$ cat src/rtl/arm_ctrl_pkg.sv
// Shared definitions for the ARM data-processing control slice.
// Provides the sequencer state encoding, ARM condition-code values,
// instruction field positions and NZCV flag bit positions.
package arm_ctrl_pkg;

    typedef enum logic [1:0] {
        IDLE,
        FETCH,
        LATCH,
        EXEC
    } seq_state_t;

    // ARM condition field encodings
    localparam logic [3:0] COND_EQ = 4'h0;
    localparam logic [3:0] COND_NE = 4'h1;
    localparam logic [3:0] COND_CS = 4'h2;
    localparam logic [3:0] COND_CC = 4'h3;
    localparam logic [3:0] COND_MI = 4'h4;
    localparam logic [3:0] COND_PL = 4'h5;
    localparam logic [3:0] COND_VS = 4'h6;
    localparam logic [3:0] COND_VC = 4'h7;
    localparam logic [3:0] COND_HI = 4'h8;
    localparam logic [3:0] COND_LS = 4'h9;
    localparam logic [3:0] COND_GE = 4'hA;
    localparam logic [3:0] COND_LT = 4'hB;
    localparam logic [3:0] COND_GT = 4'hC;
    localparam logic [3:0] COND_LE = 4'hD;
    localparam logic [3:0] COND_AL = 4'hE;

    // Instruction field positions
    localparam int unsigned COND_MSB = 31;
    localparam int unsigned COND_LSB = 28;
    localparam int unsigned S_BIT    = 20;

    // NZCV bit positions within a 4-bit flag vector
    localparam int unsigned FLAG_N = 3;
    localparam int unsigned FLAG_Z = 2;
    localparam int unsigned FLAG_C = 1;
    localparam int unsigned FLAG_V = 0;

endpackage

$ cat src/rtl/arm_cond_check.sv
// ARM condition-code evaluator (combinational).
// Ports:
//   cond  - 4-bit condition field from the instruction
//   nzcv  - current flags, bits [3:0] = N,Z,C,V
//   pass  - high when the condition holds (code 4'hF is treated as always)
module arm_cond_check
    import arm_ctrl_pkg::*;
(
    input  logic [3:0] cond,
    input  logic [3:0] nzcv,
    output logic       pass
);

    logic n, z, c, v;

    assign n = nzcv[FLAG_N];
    assign z = nzcv[FLAG_Z];
    assign c = nzcv[FLAG_C];
    assign v = nzcv[FLAG_V];

    always_comb begin
        pass = 1'b1;
        case (cond)
            COND_EQ: pass = z;
            COND_NE: pass = !z;
            COND_CS: pass = c;
            COND_CC: pass = !c;
            COND_MI: pass = n;
            COND_PL: pass = !n;
            COND_VS: pass = v;
            COND_VC: pass = !v;
            COND_HI: pass = c && !z;
            COND_LS: pass = !c || z;
            COND_GE: pass = (n == v);
            COND_LT: pass = (n != v);
            COND_GT: pass = !z && (n == v);
            COND_LE: pass = z || (n != v);
            default: pass = 1'b1;
        endcase
    end

endmodule

$ cat src/rtl/arm_dp_sequencer.sv
// Fetch/issue sequencer for the ARM_DataProcessing datapath.
// Each instruction goes FETCH -> LATCH -> EXEC (3 cycles without pause).
// Ports:
//   clk, reset            - clock, synchronous active-high reset
//   start, pause          - begin program (IDLE only) / hold in FETCH
//   prog_len              - instruction count 0..2**ADDR_W, captured on start
//   imem_en/addr/rdata    - synchronous-read instruction memory interface
//   Instr, exec_en        - registered instruction and one-cycle execute enable
//   alu_flags, flags      - datapath NZCV in / architectural NZCV out
//   busy, done            - not-IDLE status / completion pulse
//   issued_cnt/skipped_cnt- executed / condition-suppressed instruction counts
module arm_dp_sequencer
    import arm_ctrl_pkg::*;
#(
    parameter int unsigned ADDR_W = 8,
    parameter int unsigned DATA_W = 32
) (
    input  logic              clk,
    input  logic              reset,
    input  logic              start,
    input  logic              pause,
    input  logic [ADDR_W:0]   prog_len,
    output logic              imem_en,
    output logic [ADDR_W-1:0] imem_addr,
    input  logic [DATA_W-1:0] imem_rdata,
    output logic [DATA_W-1:0] Instr,
    output logic              exec_en,
    input  logic [3:0]        alu_flags,
    output logic [3:0]        flags,
    output logic              busy,
    output logic              done,
    output logic [ADDR_W:0]   issued_cnt,
    output logic [ADDR_W:0]   skipped_cnt
);

    localparam logic [ADDR_W:0] CNT_ONE = 1;

    seq_state_t        state_q, state_d;
    logic [ADDR_W-1:0] pc_q;
    logic [ADDR_W:0]   len_q;
    logic [DATA_W-1:0] instr_q;
    logic [3:0]        flags_q;
    logic              pass_q;
    logic              done_q;
    logic [ADDR_W:0]   issued_q;
    logic [ADDR_W:0]   skipped_q;

    logic              cond_pass;
    logic [ADDR_W:0]   pc_inc;
    logic              last_instr;

    // Condition is evaluated on the word arriving in LATCH against the flags
    // as they stand then; the result is held for the EXEC cycle.
    arm_cond_check u_cond (
        .cond (imem_rdata[COND_MSB:COND_LSB]),
        .nzcv (flags_q),
        .pass (cond_pass)
    );

    // Extended by one bit so a full 2**ADDR_W program terminates correctly.
    assign pc_inc     = {1'b0, pc_q} + CNT_ONE;
    assign last_instr = (pc_inc == len_q);

    // State register
    always_ff @(posedge clk) begin
        if (reset) state_q <= IDLE;
        else       state_q <= state_d;
    end

    // Next-state logic
    always_comb begin
        state_d = state_q;
        case (state_q)
            IDLE:    if (start && (prog_len != '0)) state_d = FETCH;
            FETCH:   if (!pause) state_d = LATCH;
            LATCH:   state_d = EXEC;
            EXEC:    state_d = last_instr ? IDLE : FETCH;
            default: state_d = IDLE;
        endcase
    end

    // Output logic
    always_comb begin
        imem_en     = (state_q == FETCH) && !pause;
        exec_en     = (state_q == EXEC) && pass_q;
        busy        = (state_q != IDLE);
        imem_addr   = pc_q;
        Instr       = instr_q;
        flags       = flags_q;
        done        = done_q;
        issued_cnt  = issued_q;
        skipped_cnt = skipped_q;
    end

    // Datapath registers
    always_ff @(posedge clk) begin
        if (reset) begin
            pc_q      <= '0;
            len_q     <= '0;
            instr_q   <= '0;
            flags_q   <= '0;
            pass_q    <= 1'b0;
            done_q    <= 1'b0;
            issued_q  <= '0;
            skipped_q <= '0;
        end else begin
            done_q <= 1'b0;
            case (state_q)
                IDLE: begin
                    if (start) begin
                        pc_q      <= '0;
                        len_q     <= prog_len;
                        issued_q  <= '0;
                        skipped_q <= '0;
                        if (prog_len == '0) done_q <= 1'b1;
                    end
                end
                LATCH: begin
                    instr_q <= imem_rdata;
                    pass_q  <= cond_pass;
                end
                EXEC: begin
                    pc_q <= pc_inc[ADDR_W-1:0];
                    if (pass_q) begin
                        issued_q <= issued_q + CNT_ONE;
                        if (instr_q[S_BIT]) flags_q <= alu_flags;
                    end else begin
                        skipped_q <= skipped_q + CNT_ONE;
                    end
                    if (last_instr) done_q <= 1'b1;
                end
                default: ;
            endcase
        end
    end

endmodule

$ cat config.mk
export PLATFORM = sky130hd
export DESIGN_NAME = arm_dp_sequencer
export DESIGN_NICKNAME = d
export VERILOG_FILES = /design/src/rtl/arm_ctrl_pkg.sv /design/src/rtl/arm_cond_check.sv /design/src/rtl/arm_dp_sequencer.sv
export SDC_FILE = /design/constraint.sdc
export NUM_CORES = 1
export LEC_CHECK = 0
export ABC_CLOCK_PERIOD_IN_PS = 2260
export CORE_MARGIN = 2
export CORE_UTILIZATION = 46
export CTS_CLUSTER_SIZE = 16
export DETAILED_ROUTE_END_ITERATION = 7
export PLACE_DENSITY_LB_ADDON = 0.2
export SLEW_MARGIN = 20
export SYNTH_ARGS = -nofsm -noshare
export SYNTH_HDL_FRONTEND = slang
export SYNTH_SLANG_ARGS = --single-unit
$ cat constraint.sdc
create_clock -name clk -period 2.26 [get_ports clk]
set_input_delay 0.452 -clock clk [delete_from_list [all_inputs] [get_ports clk]]
set_output_delay 0.452 -clock clk [all_outputs]
set_load 0.05 [all_outputs]
* Word level (Yosys, flattened, before mapping)
Cells that the tools add are included.
** Storage, ports and cells
- Bits in latches :: 0
- Bits of input ports :: 49
- Output and inout bits :: 66
- Memories kept :: 0
- Memory bits (read-only) :: 0
- Memory bits (writable) :: 0
- Bits in registers :: 75
** Cells by class
- Multiplexer cells :: 16
- $mul :: 0
- Bitwise gates (word level) :: 0
- Eq/ne operators :: 24
- Shift-type cells :: 0
- Reduce and logical (&&, ||, !) cells :: 24
- Div/mod/pow operators :: 0
- Magnitude comparators :: 0
- Add/subtract/negate cells :: 3
** Operator list (number)
- $pmux W9 S2 :: 2
- $mux W9 :: 3
- $eq A4 B4 Y1 const B :: 6
- $add A9 B1 Y9 const B :: 2
- $eq A4 B3 Y1 const B :: 4
- $pmux W8 S2 :: 1
- $pmux W1 S14 :: 1
- $ne A2 B2 Y1 const B :: 5
- $add A8 B1 Y9 const B :: 1
- $eq A9 B9 Y1 :: 1
- $logic_not A9 Y1 :: 1
- $reduce_and A3 Y1 :: 3
- $reduce_bool A9 Y1 :: 1
- $eq A4 B2 Y1 const B :: 2
- $mux W8 :: 1
- $pmux W2 S4 :: 1
- $reduce_and A2 Y1 :: 3
- $logic_and A1 B1 Y1 :: 5
- $logic_not A1 Y1 :: 5
- $eq A2 B2 Y1 const B :: 2
- $eq A4 B1 Y1 const B :: 1
- $logic_not A4 Y1 :: 1
- $mux W1 :: 4
- $mux W2 :: 2
- 7 further kinds :: 9

* Depth between registers and ports, before layout
Gate-level depths: netlist of the first run.
- Word-level depth :: 4
- Depth in mapped cells :: 8
- Gate-level depth less buffers :: 8

* Modules after synthesis
A second synthesis of the first run with hierarchy kept.
** Unflattened totals
- Cells, all modules :: 399
- Area total of the unflattened synthesis :: 3500.9 sq um
** By module, submodules not included
- arm_dp_sequencer :: instances 1, cells an instance 376, area an instance 3335.7 sq um
- arm_cond_check :: instances 1, cells an instance 23, area an instance 165.2 sq um

* Worst setup path before layout of the first run
No wires, ideal clock.
- Kind :: register to register
- Start point :: register pc_q[0], in the netlist imem_addr[0]
- End point :: register state_q[0]
- Arrival :: 2145 ps
- Cell stages (with the launch flop) :: 8
- Period minus slack after synthesis :: 2215 ps
- Path slack :: 45 ps
- Path through :: dfxtp_1 > ha_1 > nand3_1 > or3_1 > nand4b_1 > a2111oi_2 > or3_1 > a21oi_1
** On the way
- Cells in the longest elaborated chain, start to end :: 4
** RTL lines
- from (decl) :: line arm_dp_sequencer.sv:39 : logic [ADDR_W-1:0] pc_q;
- from (signal assigned) :: line arm_dp_sequencer.sv:123 : pc_q <= pc_inc[ADDR_W-1:0];
- $add A8 B1 Y9 :: line arm_dp_sequencer.sv:61 : assign pc_inc = {1'b0, pc_q} + CNT_ONE;
- $eq A9 B9 Y1 :: line arm_dp_sequencer.sv:62 : assign last_instr = (pc_inc == len_q);
- $mux W1 :: line arm_dp_sequencer.sv:77 : EXEC: state_d = last_instr ? IDLE : FETCH;
- $pmux W2 S4 :: line arm_dp_sequencer.sv:73 : case (state_q)
- to (signal assigned) :: line arm_dp_sequencer.sv:67 : else state_q <= state_d;
- to (decl) :: line arm_dp_sequencer.sv:38 : seq_state_t state_q, state_d;
Every way passes these cells.
A chain may end at the register's enable or synchronous reset.

* Worst setup path after layout of the first run
- Start point :: register pc_q[2], in the netlist imem_addr[2]
- End point :: output imem_addr[2]
** RTL lines
- to (decl) :: line arm_dp_sequencer.sv:24 : output logic [ADDR_W-1:0] imem_addr,
No word-level cell between the ends.

==> impl_results.md, run 1 <==
* Sequential share of power at 34.6%
* Most common cell after layout, fill and taps aside: clkdlybuf4s50_1
* Later-pin clock latency in the skew report at 0.35 ns
* Sequential area share after synthesis at 43.78%
* PortBufs at 114
* DRT Pass-1 Iters at 4
* DIE AREA at 8162 um^2
* F_max at 0.4627 GHz
* Syn Nets at 439
* Post-synth cell types at 51
* Critical path data arrival time at 1.71 ns
* Reg2reg end: done
* Pins over their slew limit at 0
* Clock Path Buffers at 2
* Yosys Warn Count at 0
* Async set-reset flop share out of synthesis at 0%
* Unrepaired setup endpoints after global routing: no
* P_int at 2.835 mW
* Worst rel slew slack at 63.41%
* HPWL after DPL at 6.114 mm
* R2r setup slk at 0.21 ns
* Slew of the pin with the lowest slew margin at 0.5471 ns
* Critical path buffers and inverters at 1
* Reg2reg start: imem_addr[1]
* Via/cell ratio at 5.125
* WP data required at 1.81 ns
* Nets at 562
* Slowest-stage cell, CP: clkdlybuf4s50_1
* Mean Syn Cell Area at 8.978 um^2
* Initial DRC Count at 80
* Status: completed
* Power Density at 939.1 nW/um^2
* CTS clk-pin slew, worst paths at 0.09 ns
* Avg WL per Cell at 13.71 um
* # Max-Cap Violations at 0
* Initial antenna violation count at 0
* CTS Buf Count at 9
* Crit-path cells: clkdlybuf4s50_1
* Mapped Area at 3430 um^2
* Setup crit end kind: output port
* DRC at 0
* # IOs at 115
* Reg2reg path depth at 7
* Total gr overflow at 0
* Dominant cell type by area after synthesis: dfxtp_1
* Area added between synthesis and finish at 44.51%
* Hold endpoint: state_q[1]
* Hold crit path type: in -> reg
* Layout cells sized above 1 at 9.430%
* Min-Delay Startpoint: reset
* Sw frac at 39.08%
* WHS at 0.4461 ns
* CTS sink count at 75
* Hold depth at 2
* Leading register cell type out of synthesis: dfxtp_1
* Final Cycle Share at 95.63%
* Height of the die at 90.35 um
* Hold_buf cts at 0
* WL final at 8.338 mm
* CTS Root Cell: clkbuf_8
* Core Util, Final at 68.33%
* Synth area leaders: dfxtp_1, mux2i_1, nor2_1, a21oi_1, nand2_1
* Final hold vios at 0
* CP startpoint kind: register
* Core area at 7253 um^2
* Post-DRT Antenna Nets at 0
* ANT cells at 0
* Critical Path Fanout Max at 9
* CP top delay family: buffers and inverters
* Core Rows at 31
* Total track usage at 21.10%
* Cells after synthesis at 382
* Combinational power share at 43.4%
* Global-route wire length before repair at 14.20 mm
* Synth top area share at 43.78%
* Largest net degree at the start of global routing at 35
* Post-CTS setup buffer count at 0
* Critical Setup Path Class: reg -> out
* Setup-failing EPs final at 0
* Leakage at 1.863 nW
* H-Tree Depth at 3
* Clock skew at 0.01097 ns
* CTS tree: built
* Max VDD drop at 0.5819 mV
* Most frequent cells in the layout: clkdlybuf4s50_1, dfxtp_1, nor2_1
* Post-CTS Resized at 0
* NetSw at 1.819 mW
* Vias after detailed routing at 3116
* Die X at 90.35 um
* Clock network fraction of total power at 22.0%
* GPL Wtd Cong at 0.8437
* EDFF count, synth at 0
* Vias in the first global route at 3157
* Post-route minimum period at 2.161 ns
* Starting Density at 47.28%
* Slowest stage delay, CP at 0.86 ns
* Yosys reg bits at 75
==> Yosys cell counts (all sizes together), types with 2 or more instances <==
library cell  number
nand3b             4
nand2b             2
nand4              6
a21o               3
mux2i             38
buf                5
and3               6
clkbuf            11
xor2              14
inv                7
nand4b             4
nor2              61
nor3               7
ha                 8
and2               2
dfxtp             75
nor2b              2
xnor2              8
a22oi              2
nand3              6
or3                6
a21oi             32
o21ai             16
nor4               2
nand2             41
==> power by group through the flow <==
stage	sequential [mW]	combinational, mW	clock [mW]
4_1_cts	1.61	2.04	1.04
5_1_grt	1.64	2.17	1.09
6_report	1.61	2.02	1.02
3_5_place_dp	1.64	2.03	0
3_3_place_gp	1.63	2.00	0
2_1_floorplan	2.05	0.930	0
==> kinds of logic after synthesis <==
| family | after synthesis | share of synthesized area, % |
|---|---|---|
| buffers and inverters | 23 | 2.663 |
| xor gates and xnor gates | 22 | 5.619 |
| adders and majority gates | 8 | 2.919 |
| and+or+nand+nor | 151 | 21.38 |
| DFF | 75 | 43.78 |
| muxes | 40 | 12.44 |
| AOI/OAI and AO/OA | 63 | 11.20 |
==> registers in the layout (all words and copies together) (netlist names) <==
register     cells
flags            4
imem_addr        8
len_q            9
Instr           32
issued_cnt       9
pass_q           1
state_q          2
skipped_cnt      9
done             1
==> how the worst max path moves through the flow <==
stage / cells after the start / to / startpoint / slack [ns]
floorplan: 7 / state_q[0] / imem_addr[0] / 0.05
global placement: 7 / state_q[0] / prog_len[5] / -0.01
detailed placement: 7 / state_q[0] / prog_len[5] / 0.01
CTS: 1 / imem_addr[4] / imem_addr[4] / 0.04
global route: 7 / done / imem_addr[1] / 0.04
finish: 1 / imem_addr[2] / imem_addr[2] / 0.1
==> metal layers <==
metal  GRT usage, %  share of wire [%]  up-vias
met5              0                  0        -
met4          8.462                1.5        0
met3          7.930                8.2       11
met2          36.97                 50      104
met1          23.00                 41     1434
li1               -                  -     1567
==> metrics by stage <==
step / power (mW) / instance area (um^2) / setup slack (ns) / TNS [ns] / std cells
CTS: 4.688 / 4954 / 0.04116 / 0 / 608
finish: 4.654 / 4956 / 0.09883 / 0 / 608
floorplan: 2.982 / 3430 / 0.04501 / 0 / 382
global route: 4.900 / 4956 / 0.03953 / 0 / 608
detailed placement: 3.668 / 4762 / 0.01484 / 0 / 593
global placement: 3.633 / 4762 / -0.01145 / -0.01145 / 593
==> final cells by class <==
type	count	area [um^2]
inverter	7	26.28
timing repair buffer	128	1274
clock inverter	6	67.56
sequential	75	1501
tap	99	123.9
multi-input combinational	284	1839
clock buffer	9	123.9
fill	591	2297
(Power assumes the default switching activity.)
==> run 2: changes to the inputs <==
CELL_PAD_IN_SITES_DETAIL_PLACEMENT = 2   (was not set)
CELL_PAD_IN_SITES_GLOBAL_PLACEMENT = 2   (was not set)
CORE_UTILIZATION = 26   (was 46)
REMOVE_ABC_BUFFERS = 1   (was not set)
==> impl_results.md, run 2 (synthesis gave the netlist of run 1 again) <==
* Slew of the pin with the lowest slew margin at 0.5686 ns (+0.02151 ns)
* F_max at 0.4620 GHz (-0.15%)
* Later-pin clock latency in the skew report at 0.34 ns (about the same)
* CTS Root Cell: clkbuf_16
* Height of the die at 118.9 um (+32%)
* CTS Buf Count at 9 (unchanged)
* M1 GR Usage at 16.18% (-6.8 points)
* Post-CTS Resized at 0 (unchanged)
* DRT Pass-1 Iters at 4 (unchanged)
* Reg2reg end: done
* ANT cells at 0 (unchanged)
* Final hold vios at 0 (unchanged)
* Largest net degree at the start of global routing at 35 (unchanged)
* Vias in the first global route at 3555 (+13%)
* # Max-Cap Violations at 0 (unchanged)
* Min-Delay Startpoint: len_q[0]
* DIE AREA at 14130 um^2 (+73%)
* Setup-failing EPs final at 0 (unchanged)
* Hold endpoint: len_q[0]
* # IOs at 115 (unchanged)
* Core Rows at 41 (+32%)
* Crit-path cells: clkdlybuf4s50_1
* Total track usage at 15.97% (-5.1 points)
* Setup crit end kind: output port
* GPL Wtd Cong at 0.7262 (-14%)
* Initial antenna violation count at 0 (unchanged)
* Reg2reg start: imem_addr[1]
* Inst Count DP at 671 (+13%)
* Met2 Use GR at 29.81% (-7.2 points)
* WL final at 10.77 mm (+29%)
* Core Util, Final at 40.80% (-28 points)
* Status: completed
* Core area at 12770 um^2 (+76%)
* Non-Filler Instances at 687 (+13%)
* PortBufs at 114 (unchanged)
* Avg WL per Cell at 15.68 um (+14%)
* CTS tree: built
* Post-CTS setup buffer count at 0 (unchanged)
* Layout cells sized above 1 at 10.29% (+0.86 points)
* Power Density at 996.9 nW/um^2 (+6.1%)
* DRC at 0 (unchanged)
* Clock skew at 0.003309 ns (-0.007664 ns)
* Starting Density at 26.85% (-20 points)
* Unrepaired setup endpoints after global routing: no
* Slowest-stage cell, CP: clkdlybuf4s50_1
* Max VDD drop at 0.4784 mV (-18%)
* Most frequent cells in the layout: clkdlybuf4s50_1, dfxtp_1, nor2_1
* Via/cell ratio at 4.684 (-8.6%)
* CP startpoint kind: register
* Number of flip-flops in the largest register at 32 (unchanged)
* Nets at 567 (+0.89%)
* Critical Path Fanout Max at 10 (+1)
* GR Util met3 at 7.184% (-0.75 points)
* Hold depth at 2 (unchanged)
* Pins over their slew limit at 0 (unchanged)
* Initial DRC Count at 85 (+6.3%)
* Grt peak-use layer: met2
* CTS sink count at 75 (unchanged)
* Critical Setup Path Class: reg -> out
* Vias after detailed routing at 3218 (+3.3%)
* WP data required at 1.81 ns (about the same)
* Most common cell after layout, fill and taps aside: clkdlybuf4s50_1
* Leakage at 1.933 nW (+3.7%)
* Slowest stage delay, CP at 0.87 ns (about the same)
* H-Tree Depth at 3 (unchanged)
* Critical path data arrival time at 1.71 ns (about the same)
* Reg2reg path depth at 7 (unchanged)
* Hold_buf cts at 0 (unchanged)
* Area added between synthesis and finish at 51.95%
* CTS clk-pin slew, worst paths at 0.06 ns (-0.03 ns)
* Die X at 118.9 um (+32%)
* Global-route wire length before repair at 18.04 mm (+27%)
* Post-DRT Antenna Nets at 0 (unchanged)
* Worst rel slew slack at 61.97% (-1.4 points)
* Post-route minimum period at 2.164 ns (+0.003173 ns)
* Critical path buffers and inverters at 1 (unchanged)
* Hold crit path type: reg -> reg
* HPWL after DPL at 8.218 mm (+34%)
* Final Cycle Share at 95.77% (+0.14 points)
* R2r setup slk at 0.31 ns (+0.10 ns)
* CP top delay family: buffers and inverters
* Total gr overflow at 0 (unchanged)
* Clock Path Buffers at 2 (unchanged)
run 2: changes by cell type in the layout (fill, tap and decap cells not counted), moves of 2 or more:
cell	before	now
clkbuf_8	9	1
buf_12	3	5
clkinv_2	1	3
buf_4	14	17
clkinv_4	2	0
clkbuf_16	0	9
run 2: worst max path at each step:
stage,from,end,slack [ns],cells past startpoint
after floorplan,imem_addr[0],state_q[0],0.05,7
after global placement,prog_len[5],state_q[0],-0.02,7
after detailed placement,prog_len[5],state_q[0],-0.02,7
after CTS,state_q[1],exec_en,0.06,3
after global routing,state_q[1],exec_en,0.001,3
final,imem_addr[4],imem_addr[4],0.1,1
run 2: layout make-up:
| class | instances | area [um^2] |
|---|---|---|
| timing repair buffer | 133 | 1334 |
| clock inverter | 5 | 52.55 |
| tap | 172 | 215.2 |
| multi-input combinational | 284 | 1839 |
| clock buffer | 11 | 242.7 |
| inverter | 7 | 26.28 |
| fill | 1402 | 7562 |
| sequential | 75 | 1501 |
run 2: stage by stage:
stage | area, um^2 | setup TNS, ns | total power [mW] | setup slack [ns] | hold slack (ns)
6_report | 5211 | 0 | 5.195 | 0.09566 | 0.4689
5_1_grt | 5211 | 0 | 5.513 | 0.001071 | 0.4953
4_1_cts | 5211 | 0 | 5.299 | 0.05677 | 0.4722
3_5_place_dp | 4916 | -0.02461 | 3.815 | -0.02461 | 0.4640
3_3_place_gp | 4916 | -0.01872 | 3.763 | -0.01872 | 0.4583
2_1_floorplan | 3364 | 0 | 2.964 | 0.04576 | 0.4400
run 2: where the power goes:
| group | switching, mW | total [mW] | internal, mW |
|---|---|---|---|
| Clock | 0.559 | 1.44 | 0.879 |
| Combinational | 1.25 | 2.14 | 0.886 |
| Sequential | 0.120 | 1.62 | 1.50 |
| Total | 1.93 | 5.19 | 3.27 |
run 2: metal layers:
layer | part of all wire, % | vias to the layer above | wire length [um]
li1 | - | 1579 | -
met1 | 39 | 1562 | 4239
met2 | 53 | 70 | 5657
met3 | 7.3 | 7 | 781
met4 | 0.87 | 0 | 94
met5 | 0 | - | 0
==> run 3: changes to the inputs <==
CORE_UTILIZATION = 27   (was 26)
CTS_BUF_LIST = sky130_fd_sc_hd__clkbuf_2   (was not set)
==> impl_results.md, run 3 (synthesis gave the netlist of run 1 again) <==
* Status: completed
* DP Worst Slack at -0.1008 ns (-0.07617 ns)
* Initial DRC Count at 89 (+4.7%)
* Vias in the first global route at 3513 (-1.2%)
* Vias after detailed routing at 3266 (+1.5%)
* Hold crit path type: in -> reg
* # Max-Cap Violations at 0 (unchanged)
* Power Density at 895.2 nW/um^2 (-10%)
* Clock Path Buffers at 2 (unchanged)
* Final Cycle Share at 95.65% (-0.12 points)
* F_max at 0.4626 GHz (+0.12%)
* Critical path buffers and inverters at 4 (+3)
* Final Cell Area at 4920 um^2 (-5.6%)
* R2r setup slk at 0.22 ns (-0.09 ns)
* WL final at 10.87 mm (+0.95%)
* Post-route minimum period at 2.162 ns (-0.002691 ns)
* Nets at 564 (-0.53%)
* Starting Density at 27.40% (+0.55 points)
* Area added between synthesis and finish at 43.45%
* Hold depth at 2 (unchanged)
* DRC at 0 (unchanged)
* Avg WL per Cell at 15.90 um (+1.4%)
* Worst rel slew slack at 64.03% (+2.1 points)
* Later-pin clock latency in the skew report at 0.60 ns (+0.26 ns)
* Hold_buf cts at 0 (unchanged)
* Worst Slack Setup Final at 0.09835 ns (+0.002691 ns)
* Pins over their slew limit at 0 (unchanged)
* CTS tree: built
* Global-route wire length before repair at 17.68 mm (-2.0%)
* # IOs at 115 (unchanged)
* DIE AREA at 13620 um^2 (-3.6%)
* Slowest-stage cell, CP: dfxtp_4
* Reg2reg path depth at 6 (-1)
* Largest net degree at the start of global routing at 35 (unchanged)
* Setup crit end kind: output port
* Core Rows at 41 (unchanged)
* H-Tree Depth at 3 (unchanged)
* Via/cell ratio at 4.775 (+1.9%)
* HPWL after DPL at 8.191 mm (-0.33%)
* CTS Buf Count at 9 (unchanged)
* WHS at 0.2205 ns (-0.2484 ns)
* CP top delay family: buffers and inverters
* CTS Root Cell: clkbuf_2
* Setup-failing EPs final at 0 (unchanged)
* ANT cells at 0 (unchanged)
* Placed cell areas at 4881 um^2 (-0.71%)
* Unrepaired setup endpoints after global routing: yes
* Critical Setup Path Class: reg -> out
* Most common cell after layout, fill and taps aside: dfxtp_1
* Hold endpoint: issued_cnt[0]
* WP data required at 1.81 ns (about the same)
* Critical Path Fanout Max at 5 (-5)
* Initial antenna violation count at 0 (unchanged)
* Max VDD drop at 0.3943 mV (-18%)
* GPL Wtd Cong at 0.7917 (+9.0%)
* PortBufs at 114 (unchanged)
* Final hold vios at 0 (unchanged)
* Crit-path cells: inv_1, ha_2, buf_4, inv_1, buf_12
* Slew of the pin with the lowest slew margin at 0.5417 ns (-0.02688 ns)
* Leakage at 2.108 nW (+9.1%)
* Die X at 116.7 um (-1.8%)
* Critical path data arrival time at 1.71 ns (about the same)
* Slowest stage delay, CP at 0.41 ns (-0.46 ns)
* Reg2reg start: imem_addr[4]
* Height of the die at 116.7 um (-1.8%)
* Total gr overflow at 0 (unchanged)
* Number of flip-flops in the largest register at 32 (unchanged)
* CP startpoint kind: register
* Reg2reg end: done
* Clock skew at 0.01714 ns (+0.01383 ns)
* Most frequent cells in the layout: dfxtp_1, nor2_1, dlygate4sd2_1
* DRT Pass-1 Iters at 4 (unchanged)
* CTS clk-pin slew, worst paths at 0.22 ns (+0.16 ns)
* Min-Delay Startpoint: reset
* CP dominant cell by count: inv_1
* Core area at 12520 um^2 (-2.0%)
* CTS sink count at 75 (unchanged)
* Layout cells sized above 1 at 11.33% (+1.0 points)
* Post-DRT Antenna Nets at 0 (unchanged)
* Total track usage at 16.99% (+1.0 points)
run 3: area by class of cell:
cell class | instances | area [um^2]
clock buffer | 9 | 45.04
fill | 1419 | 7597
inverter | 7 | 26.28
clock inverter | 7 | 58.81
sequential | 75 | 1506
tap | 172 | 215.2
multi-input combinational | 284 | 1852
timing repair buffer | 130 | 1216
run 3: what timing repair did:
action / CTS / global route
gates resized for setup: 70 / 10
buffers inserted: 0 / 0
endpoints found under the setup margin: 65 / 9
run 3: worst reg2reg max path: stages, from the launching register on:
cell and delay [ns]:
dfxtp_1 0.58, nand4_1 0.28, nand2b_4 0.23, xor2_1 0.16
a2111oi_2 0.44, a22oi_1 0.14, nor3_1 0.15
run 3: where the power goes:
group / internal (mW) / total (mW) / switching (mW)
Sequential: 1.51 / 1.62 / 0.111
Clock: 0.240 / 0.754 / 0.514
Combinational: 0.783 / 2.03 / 1.25
Total: 2.53 / 4.40 / 1.87
run 3: how the worst max path moves through the flow:
stage	start	endpoint	slack, ns	cells after the start
after global placement	prog_len[5]	state_q[0]	-0.05	7
after floorplan	imem_addr[0]	state_q[0]	0.05	7
after CTS	state_q[1]	busy	0.003	5
final	state_q[1]	busy	0.1	5
after detailed placement	prog_len[6]	state_q[0]	-0.10	7
after global routing	state_q[1]	busy	-0.06	5
run 3: per-layer routing:
layer  up-vias  global-route usage, %  routed length (um)
met5         -                      0                   0
met4         0                  5.725                 175
met3        15                  7.888                 823
met2        79                  29.79                5416
met1      1596                  18.04                4458
li1       1576                      -                   -
run 3: stage by stage:
step                      setup TNS (ns)  power (mW)  util, %  std cells
after floorplan                        0       2.964        -        366
after global placement          -0.05477       3.727    38.99        668
after detailed placement         -0.1095       3.783    38.99        668
after CTS                              0       4.499    39.28        684
after global routing            -0.06490       4.710    39.30        684
final                                  0       4.404    39.30        684
